<file path="src/rtl/gcd_scheduler_if.sv">
// Bundle between the GCD scheduler and its environment: requester operand ports,
// the shared GCD engine start/done handshake and the tagged response channel.
interface gcd_scheduler_if #(
  parameter int NREQ = 4,
  parameter int W    = 7
);
  localparam int IW = $clog2(NREQ);

  logic [NREQ-1:0]   req_valid;
  logic [NREQ*W-1:0] req_a;
  logic [NREQ*W-1:0] req_b;
  logic [NREQ-1:0]   req_ready;

  logic              gcd_start;
  logic [W-1:0]      gcd_x;
  logic [W-1:0]      gcd_y;
  logic              gcd_done;
  logic [W-1:0]      gcd_result;

  logic              rsp_valid;
  logic [IW-1:0]     rsp_id;
  logic [W-1:0]      rsp_data;
  logic              rsp_err;
  logic              rsp_ready;

  logic              busy;

  modport master (
    input  req_valid, req_a, req_b, gcd_done, gcd_result, rsp_ready,
    output req_ready, gcd_start, gcd_x, gcd_y, rsp_valid, rsp_id, rsp_data, rsp_err, busy
  );

  modport slave (
    output req_valid, req_a, req_b, gcd_done, gcd_result, rsp_ready,
    input  req_ready, gcd_start, gcd_x, gcd_y, rsp_valid, rsp_id, rsp_data, rsp_err, busy
  );
endinterface

</file>
<file path="src/rtl/gcd_scheduler.sv">
// Round-robin share of one GCD engine; accept->start 1 cycle, done->rsp 1 cycle, zero bypass 1 cycle.
// Backpressure: rsp held until rsp_ready; no new grant until the response handshake completes.
module gcd_scheduler #(
  parameter int NREQ    = 4,
  parameter int W       = 7,
  parameter int TIMEOUT = 255
) (
  input logic          clk,
  input logic          rst,
  gcd_scheduler_if.master bus
);
  localparam int IW = $clog2(NREQ);
  localparam int CW = 10;

  typedef enum logic [1:0] {IDLE, ISSUE, WAIT, RESP} state_t;

  state_t        state;
  logic [IW-1:0] ptr;
  logic [IW-1:0] grant;
  logic          any_req;
  logic [W-1:0]  sel_a;
  logic [W-1:0]  sel_b;
  logic [CW-1:0] wd_cnt;

  // Walk the ring downward so the closest valid requester at/after ptr is the last write.
  always_comb begin
    grant   = '0;
    any_req = 1'b0;
    sel_a   = '0;
    sel_b   = '0;
    for (int k = NREQ - 1; k >= 0; k--) begin
      if (bus.req_valid[IW'((int'(ptr) + k) % NREQ)]) begin
        grant   = IW'((int'(ptr) + k) % NREQ);
        any_req = 1'b1;
      end
    end
    for (int i = 0; i < NREQ; i++) begin
      if (grant == IW'(i)) begin
        sel_a = bus.req_a[i*W +: W];
        sel_b = bus.req_b[i*W +: W];
      end
    end
  end

  assign bus.req_ready = (rst && state == IDLE && any_req) ? (NREQ'(1) << grant) : '0;

  always_ff @(posedge clk or negedge rst) begin
    if (!rst) begin
      state         <= IDLE;
      ptr           <= '0;
      wd_cnt        <= '0;
      bus.gcd_start <= 1'b0;
      bus.gcd_x     <= '0;
      bus.gcd_y     <= '0;
      bus.rsp_valid <= 1'b0;
      bus.rsp_id    <= '0;
      bus.rsp_data  <= '0;
      bus.rsp_err   <= 1'b0;
      bus.busy      <= 1'b0;
    end else begin
      bus.gcd_start <= 1'b0;
      case (state)
        IDLE: begin
          if (any_req) begin
            bus.gcd_x  <= sel_a;
            bus.gcd_y  <= sel_b;
            bus.rsp_id <= grant;
            bus.busy   <= 1'b1;
            // gcd(0,b)=b and gcd(a,0)=a, so OR gives the answer without the engine
            if (sel_a == '0 || sel_b == '0) begin
              bus.rsp_data  <= sel_a | sel_b;
              bus.rsp_err   <= 1'b0;
              bus.rsp_valid <= 1'b1;
              state         <= RESP;
            end else begin
              bus.gcd_start <= 1'b1;
              state         <= ISSUE;
            end
          end
        end
        ISSUE: begin
          wd_cnt <= '0;
          state  <= WAIT;
        end
        WAIT: begin
          wd_cnt <= wd_cnt + 1'b1;
          if (bus.gcd_done) begin
            bus.rsp_data  <= bus.gcd_result;
            bus.rsp_err   <= 1'b0;
            bus.rsp_valid <= 1'b1;
            state         <= RESP;
          end else if (wd_cnt == CW'(TIMEOUT - 1)) begin
            bus.rsp_data  <= '0;
            bus.rsp_err   <= 1'b1;
            bus.rsp_valid <= 1'b1;
            state         <= RESP;
          end
        end
        RESP: begin
          if (bus.rsp_ready) begin
            bus.rsp_valid <= 1'b0;
            bus.busy      <= 1'b0;
            ptr           <= (bus.rsp_id == IW'(NREQ - 1)) ? '0 : bus.rsp_id + 1'b1;
            state         <= IDLE;
          end
        end
        default: state <= IDLE;
      endcase
    end
  end
endmodule

</file>
<file path="src/flat_wrapper.sv">
// flat-port wrapper written by rule: the top's interface ports become plain ports
module gcd_scheduler_flat 
#(
  parameter int NREQ    = 4,
  parameter int W       = 7,
  parameter int TIMEOUT = 255
)
  (clk, rst, bus_req_valid, bus_req_a, bus_req_b, bus_gcd_done, bus_gcd_result, bus_rsp_ready, bus_req_ready, bus_gcd_start, bus_gcd_x, bus_gcd_y, bus_rsp_valid, bus_rsp_id, bus_rsp_data, bus_rsp_err, bus_busy);
  gcd_scheduler_if #(.NREQ(NREQ), .W(W)) bus_i ();
  input logic clk;
  input logic rst;
  input wire logic [$bits(bus_i.req_valid)-1:0] bus_req_valid;
  input wire logic [$bits(bus_i.req_a)-1:0] bus_req_a;
  input wire logic [$bits(bus_i.req_b)-1:0] bus_req_b;
  input wire logic [$bits(bus_i.gcd_done)-1:0] bus_gcd_done;
  input wire logic [$bits(bus_i.gcd_result)-1:0] bus_gcd_result;
  input wire logic [$bits(bus_i.rsp_ready)-1:0] bus_rsp_ready;
  output wire logic [$bits(bus_i.req_ready)-1:0] bus_req_ready;
  output wire logic [$bits(bus_i.gcd_start)-1:0] bus_gcd_start;
  output wire logic [$bits(bus_i.gcd_x)-1:0] bus_gcd_x;
  output wire logic [$bits(bus_i.gcd_y)-1:0] bus_gcd_y;
  output wire logic [$bits(bus_i.rsp_valid)-1:0] bus_rsp_valid;
  output wire logic [$bits(bus_i.rsp_id)-1:0] bus_rsp_id;
  output wire logic [$bits(bus_i.rsp_data)-1:0] bus_rsp_data;
  output wire logic [$bits(bus_i.rsp_err)-1:0] bus_rsp_err;
  output wire logic [$bits(bus_i.busy)-1:0] bus_busy;
  assign bus_i.req_valid = bus_req_valid;
  assign bus_i.req_a = bus_req_a;
  assign bus_i.req_b = bus_req_b;
  assign bus_i.gcd_done = bus_gcd_done;
  assign bus_i.gcd_result = bus_gcd_result;
  assign bus_i.rsp_ready = bus_rsp_ready;
  assign bus_req_ready = bus_i.req_ready;
  assign bus_gcd_start = bus_i.gcd_start;
  assign bus_gcd_x = bus_i.gcd_x;
  assign bus_gcd_y = bus_i.gcd_y;
  assign bus_rsp_valid = bus_i.rsp_valid;
  assign bus_rsp_id = bus_i.rsp_id;
  assign bus_rsp_data = bus_i.rsp_data;
  assign bus_rsp_err = bus_i.rsp_err;
  assign bus_busy = bus_i.busy;
  gcd_scheduler #(.NREQ(NREQ), .W(W), .TIMEOUT(TIMEOUT)) u_core (.clk(clk), .rst(rst), .bus(bus_i));
endmodule
</file>
<file path="config.mk">
export PLATFORM = sky130hd
export DESIGN_NAME = gcd_scheduler_flat
export DESIGN_NICKNAME = d
export VERILOG_FILES = /design/src/rtl/gcd_scheduler_if.sv /design/src/rtl/gcd_scheduler.sv /design/src/flat_wrapper.sv
export SDC_FILE = /design/constraint.sdc
export NUM_CORES = 1
export LEC_CHECK = 0
export ABC_AREA = 1
export CAP_MARGIN = 20
export CELL_PAD_IN_SITES_DETAIL_PLACEMENT = 1
export CELL_PAD_IN_SITES_GLOBAL_PLACEMENT = 1
export CORE_AREA = 4 4 101 103
export DETAILED_ROUTE_END_ITERATION = 16
export DIE_AREA = 0 0 105 107
export GPL_TIMING_DRIVEN = 0
export MAX_ROUTING_LAYER = met4
export PLACE_DENSITY = 0.77
export SETUP_SLACK_MARGIN = 0.02
export SYNTH_ARGS = -nofsm -noshare
export SYNTH_HDL_FRONTEND = slang
export SYNTH_SLANG_ARGS = --single-unit
</file>
<file path="constraint.sdc">
create_clock -name clk -period 2.41 [get_ports clk]
set_input_delay 0.482 -clock clk [delete_from_list [all_inputs] [get_ports clk]]
set_output_delay 0.482 -clock clk [all_outputs]
set_load 0.03 [all_outputs]
</file>
* After elaboration in Yosys (flattened, before gate mapping)
Index checks and enable logic that the tools add are counted.
Word-level totals: register bits after elaboration 41, input port bits 71, output and inout port bits 31
Cells by class: add/subtract/negate cells 5, order comparisons 4, equal/unequal tests 12, shift-type cells 1, muxes and demuxes 57, bitwise logic cells 1, reduce and logical (&&, ||, !) cells 17
Operators with widths (count):
- $mux 7 | 12
- $mux 1 | 24
- $mux 2 | 10
- $pmux 10 s2 | 1
- $lt 2x4->1 const B | 4
- $logic_not 7->1 | 2
- $pmux 7 s2 | 1
- $add 10x1->10 const B | 1
- $eq 10x8->1 const B | 1
- $eq 2x2->1 const B | 5
- $bmux 1 s2 | 4
- $pmux 2 s4 | 1
- $or 7x7->7 | 1
- $reduce_and 3->1 | 2
- $reduce_bool 2->1 | 3
- $reduce_and 5->1 | 1
- $add 2x1->2 const B | 2
- $add 2x2->2 const B | 2
- $eq 2x1->1 const B | 2
- $logic_not 2->1 | 2
- $mux 4 | 1
- $ne 2x2->1 const B | 2
- $pmux 1 s2 | 2
- $reduce_and 2->1 | 2
- other kinds (8) | 9

* Longest topological paths before layout
depth in word-level cells 18, mapped depth 22

* Worst setup path before layout
OpenSTA, ideal clock, no wires.
path type register to output, start point register u_core.ptr[0], end point output port bus_req_ready[1], arrival time 2103 ps, required time 1928 ps, setup slack -175 ps, stages on the path, launching flop included 15, path through dfrtp_1 buf_6 inv_4 nand2_1 nand2_1 nand2_2 nand2_4 nor2_2 nor2_2 nand2_4 nand2_2 buf_6 buf_6 inv_1 nor3_1
On the way: longest elaborated chain between the ends 10, elaborated cells between the ends (all ways) 26
RTL lines:
- start: declaration | RTL line gcd_scheduler.sv:18 | logic [IW-1:0] ptr;
- start signal: assignment | RTL line gcd_scheduler.sv:103 | ptr <= (bus.rsp_id == IW'(NREQ - 1)) ? '0 : bus.rsp_id + 1'b1;
- $add 2x2->2 | RTL line gcd_scheduler.sv:32, gcd_scheduler.sv:33
- $bmux 1 s2 | RTL line gcd_scheduler.sv:32 | if (bus.req_valid[IW'((int'(ptr) + k) % NREQ)]) begin
- $mux 1 (implied by the code) (2 in series) | RTL line gcd_scheduler.sv:32
- $mux 2 / $mux 1 (equally long branches) (4 in series) | RTL line gcd_scheduler.sv:32
- $shl 1x2->4 / $logic_and 1x1->1 (equally long branches) | RTL line gcd_scheduler.sv:45 | assign bus.req_ready = (rst && state == IDLE && any_req) ? (NREQ'(1) << grant) : '0;
- $mux 4 * | RTL line gcd_scheduler.sv:45
- end: declaration | RTL line flat_wrapper.sv:18 | output wire logic [$bits(bus_i.req_ready)-1:0] bus_req_ready;
Every way passes the cells marked *; elsewhere a longest branch is shown, timed or not. The select of a mux whose other input is x is not followed.

* Worst setup path in the final report
start point register u_core.ptr[0], end point register u_core.bus.rsp_data[2]
On the way: longest elaborated chain between the ends 17, elaborated cells between the ends (all ways) 45
RTL lines:
- $add 2x2->2 | RTL line gcd_scheduler.sv:32, gcd_scheduler.sv:33
- $bmux 1 s2 | RTL line gcd_scheduler.sv:32
- $mux 1 (implied by the code) (2 in series) | RTL line gcd_scheduler.sv:32
- $mux 2 (4 in series) | RTL line gcd_scheduler.sv:32
- $logic_not 2->1 | RTL line gcd_scheduler.sv:38 | if (grant == IW'(i)) begin
- $mux 7 (4 in series) | RTL line gcd_scheduler.sv:38
- $logic_not 7->1 / $or 7x7->7 (equally long branches) | RTL line gcd_scheduler.sv:70, gcd_scheduler.sv:71
- $logic_or 1x1->1 / $mux 7 (equally long branches) | RTL line gcd_scheduler.sv:70 | if (sel_a == '0 || sel_b == '0) begin
- $ne 2x2->1 (no line) / $mux 7 (equally long branches)
- $reduce_and 4->1 (no line) / $pmux 7 s2 (equally long branches)
- end signal: assignment | RTL line gcd_scheduler.sv:71 | bus.rsp_data <= sel_a | sel_b;
- end signal: assignment | RTL line gcd_scheduler.sv:88 | bus.rsp_data <= bus.gcd_result;
- end: declaration | RTL line gcd_scheduler_if.sv:30 | output req_ready, gcd_start, gcd_x, gcd_y, rsp_valid, rsp_id, rsp_data, rsp_err, busy
Several ways; a longest one is shown, not always the timed one. The select of a mux whose other input is x is not followed. A chain may end at the register's enable or synchronous reset.

==> impl_metrics.ini <==
[critical_path]
r2r.worst_path.cells = 21
critical-path-top-delay-family = simple AND/OR/NAND/NOR gates
worst-r2r-setup-slack_ns = -0.23
crit_path_max_fanout = 8
crit_required_ns = 2.60
crit_chain = buf_6 -> clkinv_8 -> nand2_4 -> nand2_4 -> nand2_4 -> nand2_4 -> nand2_4 -> nand2_4 -> nand2_4 -> nand2_4 -> buf_8 -> buf_8 -> nor2_2 -> nand2_1 -> nand4_1 -> nor2_2 -> nand2_2 -> nand3_4 -> nand3_4 -> nand2_1 -> nand2_1
worst_path_most_repeated_cell = nand2_4
critical_path.max_stage_delay_ns = 0.39
regToRegStartpoint = u_core.ptr[0]
timing.critical_path.from_type = register
critical-path-slowest-cell = dfrtp_1
endpoint_kind = register
timing.rr.end = u_core.bus.rsp_data[2]
cp_num_buf_inv = 4
critPathKind = reg2reg
number_of_stages_on_the_worst_setup_path = 21
cp_data_arrival_time_ns = 2.83

[routing]
via_to_cell_ratio = 5.139
dr.pass1.iters = 4
dr_wl_met2_mm = 6.145
postRouteAntennaNets = 0
routed-via-count = 3371
m1WireLength_mm = 4.630
drt-wirelength-per-cell_um = 17.48
routed.top_layer = met4
wl_mm = 11.47
met3RoutedLength_um = 313
drt_first_iter_violations = 78
drt_drc_violations_left = 0

[layout]
final_design_area_no_fill_sq_mm = 0.004795
area_of_the_multi_input_gates_sq_mm = 0.001938
layout.area.seq_sq_mm = 0.001027
final_layout_size_suffix_gt1_share_pct = 28.26
layout_fillers = 1117
utilization_pct = 52.14
antenna-diode-count = 0
layout.cells.most_common = nand2_1
final_net_count = 622
layout.cells.most_common_list = nand2_1 (94), clkdlybuf4s50_1 (92), dfrtp_1 (40), nand4_1 (34), inv_1 (33)
area_delta_synth_final_pct = 69.48

[pwr]
netSwitchingPower_mw = 4.341
combinationalPowerShare_pct = 80.3
power.switching_fraction_pct = 52.72
power_frac_seq_pct = 14.2
power.internal_mw = 3.893
power_frac_clock_pct = 5.4
cellPowerDensity_mw_per_mm2 = 1717
irDropWorstVdd_v = 0.0008005
cellLeakagePower_nw = 2.242

[die]
floorplan.die_area_sq_mm = 0.01124
num_rows = 35
die-width_um = 105
start_util_pct = 30.76
fp.dieH_um = 107
design.portCount = 102
core_area_sq_mm = 0.009196

[worst_hold_path]
hold_path.class = in2async

[clocking]
clock-root-buffer = clkbuf_8
cts.sink_count = 41
worstSkewPairLatency_ns = 0.30
cts-buffers-inserted = 5
cts_hold_buf = 0
reg_clk_slew_reported_paths_ns = 0.08
cts.path.max_buffers = 2
tritoncts_clock_tree = yes
ctsHtreeMaxLevel = 2

[timing]
fin_ws_ns = -0.2261
finalCriticalPeriod_ns = 2.636
totalNegativeSetupSlack_ns = -2.893
skew_ns = 0.009518
slew_violations = 0
finalHoldWorstSlack_ns = 0.1444
fmax_mhz = 379.3
maxSlewHeadroom_pct = 64.84
unrepaired_setup_endpoints_after_global_routing = yes
finalHoldViolations = 0
finalSetupViolations = 15
worst_slew_pin_slew_ns = 0.5274
min_period_over_period_pct = 109.4

[yosys]
post_synthesis_net_count = 485
synthXorXnorAreaFrac_pct = 0.3096
synth_top_family_by_area = simple AND/OR/NAND/NOR gates
post-synth-top-area-cell = dfrtp_1
synth_simple_gate_area_share_pct = 45.33
synth.ff_latch_count = 41
post_synth_main_area_contributors = dfrtp_1 (36%), nand2_1 (16%), nand4_1 (7.5%)
per_instance_average_area_after_synthesis_sq_um = 6.951
synth_top_cell_area_share_pct = 36.27
fraction_of_synthesized_area_in_multiplexers_pct = 0
synth_area_sq_mm = 0.002829
synth_cell_types = 31
synthesis.instances = 407
yosysSeqAreaShare_pct = 36.27
synthAdderAreaFrac_pct = 3.096
synth_compound_area_share_pct = 5.927
yosys_warnings = 0

[global_route]
grt_pass1_wl_mm = 18.76
grt.total_usage_pct = 21.32
grt_overflow_total = 0
pin_count_of_the_biggest_net_entering_global_routing = 24
number_of_antenna_violations_at_the_first_check_in_global_routing = 0
vias_in_the_first_global_route = 3734

[place]
placed_area_sq_mm = 0.004006
detailed_placer_s_ending_hpwl_mm = 8.404
placement.io_buffers = 101
routabilityCongestion = 0.8695

[flow_run]
max_cap_violations = 0

[status]
violations = negative setup slack
status = complete, but fails checks
==> synthesized netlist by cell type <==
| cell | n |
|---|---|
| a21boi_0 | 1 |
| nor2_2 | 7 |
| inv_4 | 1 |
| a21oi_1 | 5 |
| buf_8 | 1 |
| nand3_2 | 6 |
| o21ai_1 | 1 |
| nand4_1 | 34 |
| nor4_1 | 1 |
| nand2_1 | 123 |
| clkinv_1 | 2 |
| nand3_1 | 27 |
| nand2_2 | 10 |
| buf_6 | 3 |
| buf_1 | 1 |
| nor3b_1 | 2 |
| xor2_1 | 1 |
| o21ai_0 | 22 |
| nand3_4 | 2 |
| nand2_4 | 2 |
| and3_1 | 1 |
| inv_1 | 36 |
| o31ai_1 | 1 |
| dfrtp_1 | 41 |
| buf_4 | 2 |
| o22ai_1 | 2 |
| clkbuf_1 | 4 |
| ha_1 | 7 |
| nor2_1 | 47 |
| nor3_1 | 9 |
| buf_2 | 5 |
==> final cells by class <==
| class | instances | share of cell area [%] |
|---|---|---|
| Sequential cell | 41 | 21.42 |
| Clock buffer | 6 | 1.514 |
| Clock inverter | 2 | 0.2088 |
| Multi-Input combinational cell | 311 | 40.42 |
| Inverter | 39 | 3.419 |
| Tap cell | 111 | 2.897 |
| Timing Repair Buffer | 130 | 26.96 |
| Buffer | 16 | 3.158 |
==> power groups by stage <==
| stage | Sequential (mW) | Combinational (mW) | Clock (mW) |
|---|---|---|---|
| finish | 1.17 | 6.62 | 0.447 |
| floorplan | 1.55 | 2.73 | 0 |
| global placement | 1.17 | 4.48 | 0 |
| global route | 1.21 | 7.19 | 0.488 |
| detailed placement | 1.17 | 4.65 | 0 |
| CTS | 1.17 | 6.18 | 0.457 |
==> timing repair <==
action	CTS	global route
buffers inserted	22	4
pin swaps	39	23
endpoints found under the hold margin	0	0
gates resized for setup	131	28
setup endpoints to repair	32	16
cloned	2	0
==> state kept, by name (all words and copies together) (netlist names) <==
name / cells
u_core.wd_cnt: 10
u_core.bus.gcd_x: 7
u_core.bus.gcd_y: 7
u_core.bus.rsp_data: 7
u_core.bus.rsp_id: 2
u_core.ptr: 2
u_core.state: 2
u_core.bus.busy: 1
u_core.bus.gcd_start: 1
u_core.bus.rsp_err: 1
u_core.bus.rsp_valid: 1
==> through the flow <==
step | setup WS, ns | total power [mW] | cells
after global placement | -1.781 | 5.649 | 619
after floorplan | -0.1059 | 4.280 | 407
after CTS | -0.2156 | 7.809 | 652
after global routing | -0.3933 | 8.889 | 656
final | -0.2261 | 8.234 | 656
after detailed placement | -1.006 | 5.820 | 620
==> worst max path at each step <==
| stage | start | endpoint |
|---|---|---|
| floorplan | u_core.ptr[0] | bus_req_ready[0] |
| detailed placement | bus_req_valid[0] | bus_req_ready[0] |
| global route | u_core.ptr[0] | u_core.bus.rsp_data[1] |
| CTS | u_core.ptr[0] | bus_req_ready[1] |
| finish | u_core.ptr[0] | u_core.bus.rsp_data[2] |
| global placement | rst | bus_req_ready[1] |
==> worst register-to-register path, delay by kind of cell (launching register included) <==
family	cells	cell delay [ns]
buffers and inverters	4	0.49
flip-flops	1	0.39
AND/OR/NAND/NOR	17	1.64
==> routing by layer <==
metal	vias to the layer above	track usage [%]
li1	1608	-
met1	1655	24.51
met2	81	38.04
met3	27	2.468
met4	0	8.435
met5	-	-
==> kinds of logic after synthesis <==
group / Yosys count
compound gates: 32
buf+inv: 55
simple gates: 271
xor+xnor: 1
fa+ha+maj: 7
flops: 41
Note: power is estimated with default switching activity, not from simulation.
